`src/rtl/uart_tx_pkg.sv`:
```
// uart_tx_pkg: shared FSM encodings and widths for the UART transmit path
package uart_tx_pkg;

  localparam int OVERSAMPLE = 16;
  localparam int BAUD_W = 13;

  typedef enum logic [2:0] {
    UART_TX_IDLE   = 3'd0,
    UART_TX_START  = 3'd1,
    UART_TX_DATA   = 3'd2,
    UART_TX_PARITY = 3'd3,
    UART_TX_STOP   = 3'd4
  } tx_state_t;

  // even sense keeps the total count of ones even, odd sense makes it odd
  function automatic logic parity_bit(input logic acc, input logic even);
    return acc ^ ~even;
  endfunction

endpackage

```
`src/rtl/uart_baud_gen.sv`:
```
// uart_baud_gen: oversample tick generator, a down-counter that reloads on zero or on demand
module uart_baud_gen
  import uart_tx_pkg::*;
(
  input  logic              clk,
  input  logic              rst_n,
  input  logic              load,
  input  logic [BAUD_W-1:0] val,
  output logic              tick
);

  logic [BAUD_W-1:0] cnt;

  assign tick = cnt == '0;

  // count down, reloading on every tick and whenever a frame starts
  always_ff @(posedge clk or negedge rst_n)
    if (!rst_n) cnt <= '0;
    else cnt <= (load || tick) ? val : cnt - 1'b1;

endmodule

```
`src/rtl/uart_tx.sv`:
```
// uart_tx: byte buffer plus start/data/parity/stop serialiser; UART_TX_FIFO_EN selects a FIFO, otherwise a single holding register
module uart_tx
  import uart_tx_pkg::*;
#(
  parameter int FIFO_DEPTH = 4,
  parameter int FIFO_AW = 2
) (
  input  logic              ACLK,
  input  logic              ARESETn,
  input  logic              tx_data_reg_wr,
  input  logic [7:0]        tx_data,
  input  logic [BAUD_W-1:0] baud_val,
  input  logic              data_bits,
  input  logic              parity_en,
  input  logic              parity_odd0_even1,
  output logic              tx_ready,
  output logic              tx_busy,
  output logic              tx
);

  logic              push, pop, empty, full, tick, bit_end;
  logic [7:0]        head, shift;
  tx_state_t         state;
  logic [3:0]        tcnt;
  logic [2:0]        bidx;
  logic              par, f_bits8, f_par_en, f_even;
  logic [BAUD_W-1:0] f_baud;

  // full is the pre-edge value, so a same-cycle pop never rescues a write
  assign push = tx_data_reg_wr && !full;
  assign bit_end = tick && tcnt == 4'(OVERSAMPLE - 1);
  assign pop = !empty && (state == UART_TX_IDLE || (state == UART_TX_STOP && bit_end));
  assign tx_ready = !full;
  assign tx_busy = state != UART_TX_IDLE || !empty;

`ifdef UART_TX_FIFO_EN
  logic [7:0]       mem [FIFO_DEPTH];
  logic [FIFO_AW:0] wptr, rptr;

  assign empty = wptr == rptr;
  assign full = wptr[FIFO_AW] != rptr[FIFO_AW] && wptr[FIFO_AW-1:0] == rptr[FIFO_AW-1:0];
  assign head = mem[rptr[FIFO_AW-1:0]];

  // storage needs no reset; emptiness is tracked by the pointers
  always_ff @(posedge ACLK)
    if (push) mem[wptr[FIFO_AW-1:0]] <= tx_data;

  // pointers carry an extra wrap bit to tell full from empty
  always_ff @(posedge ACLK or negedge ARESETn)
    if (!ARESETn) begin
      wptr <= '0;
      rptr <= '0;
    end else begin
      if (push) wptr <= wptr + 1'b1;
      if (pop) rptr <= rptr + 1'b1;
    end
`else
  logic [7:0]  hold;
  logic        hold_v;
  logic [31:0] unused_fifo_cfg;

  // depth parameters only size the FIFO build
  assign unused_fifo_cfg = FIFO_DEPTH + FIFO_AW;
  assign empty = !hold_v;
  assign full = hold_v;
  assign head = hold;

  // single-entry buffer; push and pop are mutually exclusive at depth one
  always_ff @(posedge ACLK or negedge ARESETn)
    if (!ARESETn) begin
      hold <= '0;
      hold_v <= 1'b0;
    end else begin
      if (push) hold <= tx_data;
      hold_v <= push ? 1'b1 : pop ? 1'b0 : hold_v;
    end
`endif

  // a new frame restarts the divisor with the live setting so it is tick-aligned from its start edge
  uart_baud_gen u_baud (
    .clk  (ACLK),
    .rst_n(ARESETn),
    .load (pop),
    .val  (pop ? baud_val : f_baud),
    .tick (tick)
  );

  // frame sequencer; tx is registered from the current state so the line never glitches
  always_ff @(posedge ACLK or negedge ARESETn)
    if (!ARESETn) begin
      state <= UART_TX_IDLE;
      tx <= 1'b1;
      shift <= '0;
      tcnt <= '0;
      bidx <= '0;
      par <= 1'b0;
      f_bits8 <= 1'b0;
      f_par_en <= 1'b0;
      f_even <= 1'b0;
      f_baud <= '0;
    end else begin
      tx <= state == UART_TX_START ? 1'b0 :
            state == UART_TX_DATA ? shift[0] :
            state == UART_TX_PARITY ? parity_bit(par, f_even) : 1'b1;
      if (pop) begin
        state <= UART_TX_START;
        shift <= head;
        tcnt <= '0;
        bidx <= '0;
        par <= 1'b0;
        f_bits8 <= data_bits;
        f_par_en <= parity_en;
        f_even <= parity_odd0_even1;
        f_baud <= baud_val;
      end else begin
        if (tick) tcnt <= tcnt + 1'b1;
        case (state)
          UART_TX_IDLE: ;
          UART_TX_START: if (bit_end) state <= UART_TX_DATA;
          UART_TX_DATA:
            if (bit_end) begin
              shift <= shift >> 1;
              par <= par ^ shift[0];
              bidx <= bidx + 1'b1;
              if (bidx == (f_bits8 ? 3'd7 : 3'd6)) state <= f_par_en ? UART_TX_PARITY : UART_TX_STOP;
            end
          UART_TX_PARITY: if (bit_end) state <= UART_TX_STOP;
          UART_TX_STOP: if (bit_end) state <= UART_TX_IDLE;
          default: state <= UART_TX_IDLE;
        endcase
      end
    end

endmodule

```
`config.mk`:
```
export PLATFORM = sky130hd
export DESIGN_NAME = uart_tx
export DESIGN_NICKNAME = d
export VERILOG_FILES = /design/src/rtl/uart_tx_pkg.sv /design/src/rtl/uart_baud_gen.sv /design/src/rtl/uart_tx.sv
export SDC_FILE = /design/constraint.sdc
export NUM_CORES = 1
export LEC_CHECK = 0
export CORE_AREA = 3 3 85 87
export CTS_BUF_LIST = sky130_fd_sc_hd__clkbuf_16
export CTS_CLUSTER_SIZE = 24
export DETAILED_ROUTE_END_ITERATION = 7
export DIE_AREA = 0 0 88 90
export SLEW_MARGIN = 30
export SYNTH_ARGS = -nofsm -noshare
export SYNTH_HDL_FRONTEND = slang
export SYNTH_SLANG_ARGS = --single-unit
```
`constraint.sdc`:
```
create_clock -name ACLK -period 3.65 [get_ports ACLK]
set_input_delay 0.365 -clock ACLK [delete_from_list [all_inputs] [get_ports ACLK]]
set_output_delay 0.365 -clock ACLK [all_outputs]
set_load 0.005 [all_outputs]
```
==> summary.md <==
| Metric | Value |
|---|---|
| GPL Wtd Cong | `0.8132` |
| Register area share after synthesis | `0.4924` |
| Share of the synthesized area in the top cell type | `0.4835` |
| Largest net degree at the start of global routing | `35` |
| Core area | `between 6000 and 7000 um2` |
| Asr flop ratio synth | `1.000` |
| Placed insts | `380` |
| Ys Warns | `0` |
| Ant. Diodes | `0` |
| Syn_area_per_cell | `10.39 um2` |
| Setup WS pre-CTS | `0.9251 ns` |
| DR vias | `2,200` |
| Die Width | `just under 90 um` |
| Sink Count | `58` |
| Min cycle time layout | `2.721 ns` |
| Netlist cell types | `51` |
| Vias in the first global route | `2,236` |
| Final WS setup | `0.9288 ns` |
| Remaining antenna violation count | `0` |
| H-tree Lvls | `3` |
| Crit-path leading delay family | `simple AND/OR/NAND/NOR gates` |
| Clock transition at path regs | `0.05 ns` |
| Power Total | `2.878 mW` |
| Crit path cell chain | `inv_1 > ha_1 > nor4b_4 > nand4_4 > o21ai_2 > and2_2 > buf_4 > o21ai_0` |
| CP Data Required Time | `3.85 ns` |
| CP Capture Type | `flip-flop` |
| Post-route cell area | `~3500 um2` |
| Syn Nets | `315` |
| IO Port Bufs | `29` |
| Critical path peak fanout | `24` |
| Area Overhead vs Synth | `19.68%` |
| Longest Clk Path Bufs | `2` |
| Ranking of synthesized cells by area | `dfrtp_1 (48%), o21ai_0 (4.4%), nand3_1 (3.6%), mux2i_1 (3.1%), mux2_2 (3.1%)` |
| CP arrival | `2.92 ns` |
| Setup TNS | `0 ns` |
| VDD IR max | `0.0003792 V` |
| Vias per cell | `roughly 5.6` |
| Hold crit path type | `primary input to asynchronous set/reset pin` |
| DR iter-0 viols | `80` |
| Setup repair after global routing missed its margin | `no` |
| Leak pwr | `between 1 and 1.5 nW` |
| Post-DP HPWL | `around 4200 um` |
| DRT Pass-1 Iters | `4` |
| Most used DFF post-synth | `dfrtp_1` |
| Crit start category | `flip-flop` |
| WP buf/inv | `2` |
| Fin nets | `345` |
| # Post-CTS Setup Buffers | `0` |
| Filler instances | `a little under 600` |
| Relative slew slack | `0.5377` |
| Post-CTS sizing | `0` |
| Hold Buf Count CTS | `0` |
| Post-synthesis cell area | `2950 um2` |
| Die Area | `7920 um2` |
| Crit Path Class | `flip-flop to flip-flop` |
| Clock root buffer | `clkbuf_16` |
| Cells after Synth | `284` |
| Final worst-path cycle share | `0.7455` |
| Number of remaining DRC errors | `0` |
| Slew Limit Fails | `0` |
| WL/cell | `15.62 um` |
| Share of layout cells above drive strength 1 | `0.1478` |
| Synth area leader | `dfrtp_1` |
| Status | `completed` |
| Area after DPL | `3278 um2` |
| Die height | `90 um` |
| Clk_lat worst skew | `approximately 0.32 ns` |
| Hold violation count in the final report | `0` |
| GR Overflow Total | `0` |
| Total CTS buffers | `9` |
| Max incr delay on CP | `0.47 ns` |
| Initial Util | `0.4594` |
| Initial antenna violation count | `0` |
| Clk_skew | `approximately 0.0073 ns` |
| Total length of routed wires | `6171 um` |
| Io pins | `30` |
| P per Cell Area | `815.1 nW/um2` |
| Slowest CP cell | `and2_2` |
| GRT Overall Usage | `0.1704` |
| Peak Freq | `between 0.3 and 0.4 GHz` |
| Standard-cell rows | `29` |
| Slew @ Worst Pin | `between 0.6 and 0.7 ns` |
| Finished Layout Cells | `between 300 and 400` |
| Final Setup Violations | `0` |
| First-pass GRT wire length | `10,570 um` |
| Post-synth EDFFs | `0` |
| Max_cap viols | `0` |
| CTS tree | `yes` |
| FF+latch count, synth | `58` |
==> layer usage <==
layer / part of all wire / GRT usage
met1: 0.45 / 0.2129
met2: 0.49 / 0.2732
met3: 0.040 / 0.05027
met4: 0.019 / 0.06650
met5: 0 / 0
==> state kept, by name (all words and copies together), names as in the netlist <==
signal	cells
f_par_en	1
tx	1
f_even	1
state	3
bidx	3
head	8
f_bits8	1
tcnt	4
f_baud	13
full	1
u_baud.cnt	13
par	1
shift	8
==> power breakdown <==
part           switching (mW)  internal [mW]
clock                   0.281          0.444
sequential              0.214          0.923
combinational           0.527          0.490
==> cells in the mapped netlist, types with 2 or more instances <==
cell type,n
clkbuf_1,6
nand2_1,14
o21ai_0,26
mux2_4,6
buf_2,4
buf_6,3
inv_1,16
a211oi_1,2
a32oi_1,2
nor3_1,5
o21ai_2,5
xnor2_1,9
o41ai_1,2
nor2_1,24
mux2_1,3
nand2b_1,2
nand3b_1,3
mux2i_1,9
mux2_2,8
dfrtp_1,57
o22ai_1,5
o21ai_1,3
a21oi_1,16
ha_1,4
a2bb2oi_1,2
xor2_1,3
nand3_1,21
==> through the flow <==
step / util / hold WS (ns)
after floorplan: - / 0.06941
after global placement: 0.5104 / 0.4042
after detailed placement: 0.5104 / 0.3972
after CTS: 0.5498 / 0.05280
after global routing: 0.5498 / 0.08071
final: 0.5498 / 0.04345
==> kinds of logic after synthesis <==
logic type	after synthesis	synth area share
fa+ha+maj	4	0.01696
mux	26	0.1031
flops	58	0.4924
buf+inv	30	0.04877
compound gates	69	0.1416
simple gates	85	0.1616
xor+xnor	12	0.03563
==> cell type report <==
type                       count  area (um2)  area share
multi-input combinational    196        1354      0.3834
inverter                      16       60.06     0.01701
tap                           77       96.34     0.02729
timing repair buffer          33       315.3     0.08930
sequential                    58        1453      0.4114
clock inverter                 6       27.53    0.007796
clock buffer                   9       225.2     0.06378
==> worst reg2reg max path, stage by stage, from the launching register on <==
cell	delay (ns)
dfrtp_1	0.43
inv_1	0.10
ha_1	0.19
nor4b_4	0.43
nand4_4	0.30
o21ai_2	0.24
and2_2	0.47
buf_4	0.31
o21ai_0	0.12
==> placed cells by master (no fill, tap or decap), types with 5 or more instances in the layout <==
cell type        netlist  routed
dfrtp_1               57      57
clkdlybuf4s50_1        0      28
o21ai_0               26      26
nor2_1                24      24
nand3_1               21      21
inv_1                 16      18
a21oi_1               16      16
nand2_1               14      14
mux2i_1                9       9
xnor2_1                9       9
clkbuf_16              0       9
mux2_2                 8       8
mux2_4                 6       6
o21ai_2                5       5
o22ai_1                5       5
nor3_1                 5       5
==> worst paths after layout <==
check / start / end / slack (ns) / cells past startpoint
worst max-delay path: u_baud.cnt[0]$_DFF_PN0_ / u_baud.cnt[4]$_DFF_PN0_ / 0.93 / 8
min in group ACLK: head[7]$_DFFE_PN0P_ / head[7]$_DFFE_PN0P_ / 0.50 / 1
max in group asynchronous: ARESETn / f_baud[4]$_DFF_PN0_ / 2.75 / 2
worst min register to register: head[7]$_DFFE_PN0P_ / head[7]$_DFFE_PN0P_ / 0.50 / 1
worst min-delay path: ARESETn / f_baud[12]$_DFF_PN0_ / 0.04 / 1
worst max register to register: u_baud.cnt[0]$_DFF_PN0_ / u_baud.cnt[4]$_DFF_PN0_ / 0.93 / 8
No activity file was read; power rests on OpenSTA's default activity.
